<file path="config.mk">
export PLATFORM = sky130hd
export DESIGN_NAME = sme_ctx_seq
export DESIGN_NICKNAME = d
export VERILOG_FILES = /design/src/rtl/sme_ctx_seq.sv
export SDC_FILE = /design/constraint.sdc
export NUM_CORES = 1
export LEC_CHECK = 0
export CORE_ASPECT_RATIO = 1.2
export CORE_MARGIN = 2
export CORE_UTILIZATION = 43
export DETAILED_ROUTE_END_ITERATION = 8
export HOLD_SLACK_MARGIN = 0.08
export PLACE_DENSITY = 0.82
export SKIP_LAST_GASP = 1
export SLEW_MARGIN = 10
export SYNTH_ARGS = -nofsm -noshare
export SYNTH_HDL_FRONTEND = slang
export SYNTH_SLANG_ARGS = --single-unit
</file>
<file path="constraint.sdc">
create_clock -name g_clk -period 3.45 [get_ports g_clk]
set_input_delay 0.69 -clock g_clk [delete_from_list [all_inputs] [get_ports g_clk]]
set_output_delay 0.69 -clock g_clk [all_outputs]
set_load 0.02 [all_outputs]
</file>
<file path="src/rtl/sme_ctx_seq.sv">
// Context save/restore sequencer for the SME share banks.
// Walks banks 1..nb and registers 0..15, streaming bank <-> memory one word at a time.
module sme_ctx_seq #(
  parameter int XLEN = 32,
  parameter int SMAX = 4
) (
  input  logic            g_clk,
  input  logic            g_reset,
  output logic            g_clk_req,
  input  logic            start_save,
  input  logic            start_restore,
  input  logic [XLEN-1:0] base_addr,
  input  logic [3:0]      smectl_d,
  input  logic            abort,
  output logic            busy,
  output logic            done,
  output logic [3:0]      bank_sel,
  output logic [3:0]      bank_addr,
  output logic            bank_read,
  input  logic [XLEN-1:0] bank_rdata,
  output logic            bank_wen,
  output logic [XLEN-1:0] bank_wdata,
  output logic            mem_req,
  input  logic            mem_gnt,
  output logic            mem_wen,
  output logic [XLEN-1:0] mem_addr,
  output logic [XLEN-1:0] mem_wdata,
  input  logic            mem_rvalid,
  input  logic [XLEN-1:0] mem_rdata
);

  localparam logic [2:0] S_IDLE    = 3'd0;
  localparam logic [2:0] S_SV_RD   = 3'd1;
  localparam logic [2:0] S_SV_WR   = 3'd2;
  localparam logic [2:0] S_RS_REQ  = 3'd3;
  localparam logic [2:0] S_RS_WAIT = 3'd4;
  localparam logic [2:0] S_DRAIN   = 3'd5;
  localparam logic [2:0] S_DONE    = 3'd6;

  logic [2:0]      state;
  logic [3:0]      b, r, nb;
  logic [XLEN-1:0] base_q, data_q;
  logic            abort_q;

  logic [3:0]      nb_in;
  logic            last, abort_any;
  logic [XLEN-1:0] idx, addr;

  assign nb_in     = (smectl_d > 4'(SMAX-1)) ? 4'(SMAX-1) : smectl_d;
  assign last      = (b == nb) && (r == 4'd15);
  assign abort_any = abort | abort_q;
  // word index = (b-1)*16 + r; address arithmetic wraps at XLEN bits
  assign idx       = XLEN'({b - 4'd1, r});
  assign addr      = base_q + (idx << 2);

  always_ff @(posedge g_clk) begin
    if (g_reset) begin
      state   <= S_IDLE;
      b       <= '0;
      r       <= '0;
      nb      <= '0;
      base_q  <= '0;
      data_q  <= '0;
      abort_q <= 1'b0;
    end else begin
      case (state)
        S_IDLE: begin
          abort_q <= 1'b0;
          if (start_save || start_restore) begin
            b      <= 4'd1;
            r      <= 4'd0;
            nb     <= nb_in;
            base_q <= base_addr;
            if (nb_in == 4'd0)   state <= S_DONE;
            else if (start_save) state <= S_SV_RD;
            else                 state <= S_RS_REQ;
          end
        end
        S_SV_RD: begin
          if (abort) state <= S_IDLE;
          else begin
            data_q <= bank_rdata;
            state  <= S_SV_WR;
          end
        end
        S_SV_WR: begin
          // request is never withdrawn; an abort waits for the grant
          if (mem_gnt) begin
            if (abort_any) state <= S_IDLE;
            else if (last) state <= S_DONE;
            else begin
              state <= S_SV_RD;
              if (r == 4'd15) begin r <= 4'd0; b <= b + 4'd1; end
              else r <= r + 4'd1;
            end
          end else abort_q <= abort_any;
        end
        S_RS_REQ: begin
          if (mem_gnt) state <= abort_any ? S_DRAIN : S_RS_WAIT;
          else abort_q <= abort_any;
        end
        S_RS_WAIT: begin
          if (mem_rvalid) begin
            if (abort)     state <= S_IDLE;
            else if (last) state <= S_DONE;
            else begin
              state <= S_RS_REQ;
              if (r == 4'd15) begin r <= 4'd0; b <= b + 4'd1; end
              else r <= r + 4'd1;
            end
          end else if (abort) state <= S_DRAIN;
        end
        S_DRAIN: if (mem_rvalid) state <= S_IDLE;
        S_DONE:  state <= S_IDLE;
        default: state <= S_IDLE;
      endcase
    end
  end

  always_comb begin
    busy       = (state != S_IDLE);
    g_clk_req  = busy;
    done       = (state == S_DONE);
    bank_sel   = '0;
    bank_addr  = '0;
    bank_read  = 1'b0;
    bank_wen   = 1'b0;
    bank_wdata = '0;
    mem_req    = 1'b0;
    mem_wen    = 1'b0;
    mem_addr   = '0;
    mem_wdata  = '0;
    case (state)
      S_SV_RD: begin
        bank_read = 1'b1;
        bank_sel  = b;
        bank_addr = r;
      end
      S_SV_WR: begin
        mem_req   = 1'b1;
        mem_wen   = 1'b1;
        mem_addr  = addr;
        mem_wdata = data_q;
      end
      S_RS_REQ: begin
        mem_req  = 1'b1;
        mem_addr = addr;
      end
      S_RS_WAIT: begin
        if (mem_rvalid) begin
          bank_wen   = 1'b1;
          bank_sel   = b;
          bank_addr  = r;
          bank_wdata = mem_rdata;
        end
      end
      default: ;
    endcase
  end

endmodule

</file>
==> impl_metrics.toml, run 1 <==
[logic_synthesis]
synth-simple-area-share_pct = 37.0
syn_avg_cell_area_um2 = 7.18
yosys.area.top_type = "dfxtp_1"
synth_cells = 688
synth_most_common_cell = "nand2_1"
yosysSeqAreaShare_pct = 32.4
synth-xor-area-share_pct = 1.77
synth_enable_flop_cells = 0
syn-num-nets = 808
synth_area_leaders = "dfxtp_1 (32%), nand2_1 (12%), and2_1 (10%)"
synth_top_family_by_area = "simple AND/OR/NAND/NOR gates"
synth-main-ff-cell = "dfxtp_1"
synth_top_area_share_pct = 32.4
yosys_register_bits = 80
yosys-top-cells-count = "nand2_1 (159), a21oi_1 (88), and2_1 (82), dfxtp_1 (80), clkbuf_1 (36)"
synth_fa_ha_area_share_pct = 3.44
async_flop_share_pct = 0
yosysUniqueCellTypes = 59
yosysWarnings = 0
synth_mux_area_share_pct = 0.861
synth-compound-area-share_pct = 20.2
syn_area_um2 = 4940

[timing]
drv_slew = 0
setup_viol = 5
hold_viol = 0
fmaxAchievable_ghz = 0.284
finalClockSkew_ns = 0.00675
tns_ns = -0.151
tightest_slew_ns = 0.961
relSlewSlack_pct = 36.0
fin_ws_ns = -0.0727
min_period_ns = 3.52
finalCritPeriodShare_pct = 102
rsz0062_at_grt = "yes"
whs_ns = 0.452

[drt]
num_vias = 5906
avgRoutedWirePerCell_um = 15.2
vias_per_cell = 5.42
ant_nets = 0
drc_errors = 0
drtIter0Drc = 385
drtPass1Iterations = 5
wirelength_mm = 16.6

[worst_setup_path]
cp-end-kind = "output pin"
cp_slowest_cell = "dfxtp_2"
path_cells = "inv_2 > buf_4 > ha_1 > buf_4 > and2_1 > o2111a_1 > buf_4 > o211ai_1 > buf_4 > nand3_1 > a21oi_2 > buf_4"
startpoint_type = "register"
crit_path_max_fanout = 9
cpPeakStageDelay_ns = 0.35
cpMostUsedCell = "buf_4"
crit_type = "register to output pin"
cp.arrival_ns = 2.83
required_ns = 2.76

[finish]
multiInputGateArea_um2 = 3210
syn_to_final_growth_pct = 61.7
fin_nets = 1050
finalInstanceArea_um2 = 7990
regArea_um2 = 1600
drive_above_1_share_pct = 13.2
num-fill-cells = 896
diodes = 0

[power]
total_power_mw = 3.76
ir_drop_v = 0.000323
p_leak_nw = 3.04
power_density_nw_per_um2 = 471

[grt]
grt_pass1_wl_mm = 25.6
grt_pass1_vias = 5494
grt_max_degree = 47
grt_overflow = 0
track_usage_pct = 25.6
antenna_found_initial = 0

[job]
cap_violations = 0

[clock_network]
clock_latency_ns = 0.33
cts.sinks = 80
clock_path_buffers = 2
cts_root_buffer = "clkbuf_16"
cts-htree-levels = 3
numCtsBuffers = 9
path_clk_slew_ns = 0.07
cts_tree = "built"

[floorplan]
fp.coreArea_um2 = 11100
initial_core_util_pct = 44.4
num_io_pins = 218
die_h_um = 121
die_area_um2 = 12400
rows = 42
dieWidth_um = 102

[worst_hold_path]
hp-class = "register to register"

[run_status]
status = "finished with violations"
violations = "negative setup slack"

[placed_design]
place_ws_ns = -0.115
postPlaceCellArea_um2 = 7520
dpl.hpwl_mm = 12.3
port_buffers = 217
place_congestion = 0.928
-- metrics by stage --
stage          std cells  util (%)
2_1_floorplan        688         -
3_3_place_gp        1065      67.5
3_5_place_dp        1065      67.5
4_1_cts             1084      70.8
5_1_grt             1089      71.7
6_report            1089      71.7
-- kinds of logic (layout without fill, tap and decap cells) --
group,after synthesis,in the layout
and+or+nand+nor,360,360
AOI/OAI and AO/OA,167,167
DFF,80,80
buffers and inverters,54,301
adders and majority gates,13,13
xor gates and xnor gates,10,10
muxes,4,4
-- cells in the final DEF, fill, tap and decap left out, types with 13 or more instances in the layout --
cell	synthesis	routed
a21oi_1	88	85
and2_1	82	82
buf_4	1	61
clkdlybuf4s50_1	0	192
dfxtp_1	80	78
nand2_1	159	157
nand3_1	22	22
nand4_1	16	16
nor2_1	26	26
o21ai_0	17	13
-- flip-flops by register name, summed over array words and instances (netlist names) --
name	cells
base_q	32
data_q	32
b	4
nb	4
r	4
state	3
abort_q	1
-- what timing repair did --
item | in CTS | in global routing
pin swaps | 3 | 21
cloned | 1 | 0
resized for setup | 75 | 51
setup buffers | 2 | 5
hold buffers | 0 | 0
setup endpoints to repair | 24 | 23
-- area by class of cell --
class	instances	share of cell area, %
sequential	80	20.1
inverter	10	0.470
tap	154	2.41
clock buffer	9	2.82
timing repair buffer	275	32.4
clock inverter	7	1.66
multi-input combinational	554	40.2
-- metal layers --
layer	share of wire, %	vias up	global-route usage (%)
met3	6.0	36	4.09
met2	52	261	45.9
met1	40	2735	29.7
met4	2.5	0	10.8
met5	0	-	0
li1	-	2874	-
-- report_power, final --
| part | leakage, nW | switching, mW | total, mW | internal [mW] |
|---|---|---|---|---|
| Sequential | 0.654 | 0.120 | 1.17 | 1.04 |
| Combinational | 2.21 | 0.811 | 1.45 | 0.639 |
| Clock | 0.176 | 0.419 | 1.14 | 0.725 |
-- final timing paths --
check | from | to | slack (ns) | cells past startpoint
setup / recovery | b[0] | mem_addr[21] | -0.07 | 12
setup reg to reg | state[2] | b[3] | 1.25 | 8
hold / removal | data_q[0] | data_q[0] | 0.45 | 2
hold reg to reg | data_q[0] | data_q[0] | 0.45 | 2
-- critical path, delay by kind of cell, from the launching register on --
kind                     cells  cell delay (ns)
AO/OA/AOI/OAI                3             0.73
adder cells (fa/ha/maj)      1             0.31
buffers and inverters        6             0.87
flip-flops                   1             0.35
AND/OR/NAND/NOR              2             0.23
No activity file was read; power rests on OpenSTA's default activity.
==> inputs of run 2 (changes only) <==
- CELL_PAD_IN_SITES_DETAIL_PLACEMENT: default -> 1
- CELL_PAD_IN_SITES_GLOBAL_PLACEMENT: default -> 2
- CORE_UTILIZATION: 43 -> 22
- PLACE_DENSITY: 0.82 -> default
- PLACE_DENSITY_LB_ADDON: default -> 0.1
==> impl_metrics.toml, run 2 (same netlist as run 1, synthesis figures left out) <==
[clock_network]
path_clk_slew_ns = 0.07
numCtsBuffers = 9
cts_tree = "built"
cts_root_buffer = "clkbuf_16"
clock_path_buffers = 2
cts-htree-levels = 3
clock_latency_ns = 0.35
cts.sinks = 80
ctsHoldBuffers = 0

[finish]
num-fill-cells = 2690
diodes = 0
fin_util_pct = 37.3
syn_to_final_growth_pct = 67.6
drive_above_1_share_pct = 15.6
finalInstanceArea_um2 = 8280
instances_no_fill = 1213
multiInputGateArea_um2 = 3360
final_common_cell = "clkdlybuf4s50_1"
final_cell_mix = "clkdlybuf4s50_1 (191), nand2_1 (156), and2_1 (82)"
fin_nets = 1049
regArea_um2 = 1610
largest_registers = "base_q: 32 flops, data_q: 32 flops"

[power]
ir_drop_v = 0.000236
p_clk_share_pct = 28.5
p_seq_share_pct = 30.7
p_int_mw = 2.37
pwr-share-comb_pct = 40.8
switching_power_mw = 1.46
total_power_mw = 3.84
power_density_nw_per_um2 = 463
p_leak_nw = 3.05
switching_share_pct = 38.1

[timing]
setup_viol = 0
finalClockSkew_ns = 0.0101
fmaxAchievable_ghz = 0.292
hold_viol = 0
drv_slew = 0
tns_ns = 0
rsz0062_at_grt = "yes"
finalCritPeriodShare_pct = 99.3
min_period_ns = 3.43
relSlewSlack_pct = 23.0
tightest_slew_ns = 1.16

[floorplan]
rows = 60
fp.coreArea_um2 = 22200
num_io_pins = 218
dieWidth_um = 141
die_area_um2 = 23700
die_h_um = 168
initial_core_util_pct = 22.2

[drt]
drtIter0Drc = 168
num_vias = 5804
drtPass1Iterations = 4
avgRoutedWirePerCell_um = 17.0
drc_errors = 0
wirelength_mm = 20.7
vias_per_cell = 4.78
ant_nets = 0

[placed_design]
port_buffers = 217
postPlaceCellArea_um2 = 7690
dpl.cell_count = 1191
dpl.hpwl_mm = 15.5
place_congestion = 0.766

[grt]
antenna_found_initial = 0
grt_max_degree = 56
track_usage_pct = 17.1
grt_pass1_vias = 6130
grt_overflow = 0
grt_pass1_wl_mm = 32.5

[worst_setup_path]
startpoint_type = "register"
required_ns = 2.76
r2r_setup_slack_ns = 1.31
cp-end-kind = "output pin"
crit_path_max_fanout = 6
cp.arrival_ns = 2.74
crit_type = "register to output pin"

[worst_hold_path]
hp-class = "register to register"

[job]
cap_violations = 0

[run_status]
status = "complete, no violations"
-- run 2: changes by cell type in the layout (fill, tap and decap cells not counted), sizes merged --
cell and delta:
clkinvlp +1, bufinv -1, clkbuf -3, clkdlybuf4s50 -1, dlymetal6s2s +1, buf +2
-- run 2: per-layer routing --
| layer | share of wire [%] | track usage (%) | routed length (µm) | vias to the layer above |
|---|---|---|---|---|
| met5 | 0 | 0 | 0 | - |
| met4 | 1.5 | 4.61 | 317 | 0 |
| met3 | 5.6 | 5.01 | 1150 | 20 |
| met2 | 52 | 31.5 | 10800 | 129 |
| met1 | 40 | 19.0 | 8360 | 2790 |
| li1 | - | - | - | 2865 |
-- run 2: through the flow --
step                      hold WS, ns  worst slack (ns)
after floorplan                 0.432             0.195
after global placement          0.438           -0.0814
after detailed placement        0.444            -0.201
after CTS                       0.455          -0.00482
after global routing            0.481           -0.0759
final                           0.452            0.0229
-- run 2: timing repair --
action	in CTS	in global routing
resized for setup	94	71
setup buffers	3	2
endpoints found under the setup margin	25	23
pin swaps	6	31
gates cloned	1	1
-- run 2: final cells by class --
type | count | share of cell area [%]
inverter | 10 | 0.483
multi-input combinational | 554 | 40.5
clock buffer | 9 | 2.72
sequential | 80 | 19.4
clock inverter | 7 | 1.30
tap | 279 | 4.21
timing repair buffer | 274 | 31.3
-- run 2: power groups by stage --
stage / logic [mW] / registers [mW] / clock network, mW
floorplan: 0.803 / 1.15 / 0
global placement: 1.43 / 1.19 / 0
detailed placement: 1.46 / 1.19 / 0
CTS: 1.50 / 1.17 / 1.14
global route: 1.72 / 1.20 / 1.17
finish: 1.56 / 1.18 / 1.09
-- run 2: worst paths after layout --
path	startpoint	endpoint	cells past startpoint
worst max-delay path	b[0]	mem_addr[30]	11
worst min-delay path	data_q[9]	data_q[9]	2
worst max register to register	state[0]	r[0]	6
worst min register to register	data_q[9]	data_q[9]	2
-- run 2: critical path, cell delays in order (launching register included) --
cell     delay, ns
dfxtp_4       0.38
inv_4         0.04
ha_4          0.15
xor2_2        0.14
ha_2          0.34
nand2_2       0.08
o21ai_2       0.18
nand2_2       0.11
buf_6         0.15
or4_1         0.52
a21oi_2       0.15
buf_4         0.15
==> inputs of run 3 (changes only) <==
- GPL_ROUTABILITY_DRIVEN: default -> 0
- SLEW_MARGIN: 10 -> default
==> results of run 3 <==
Same layout as run 2: the final DEF is identical, and so are final timing and power.
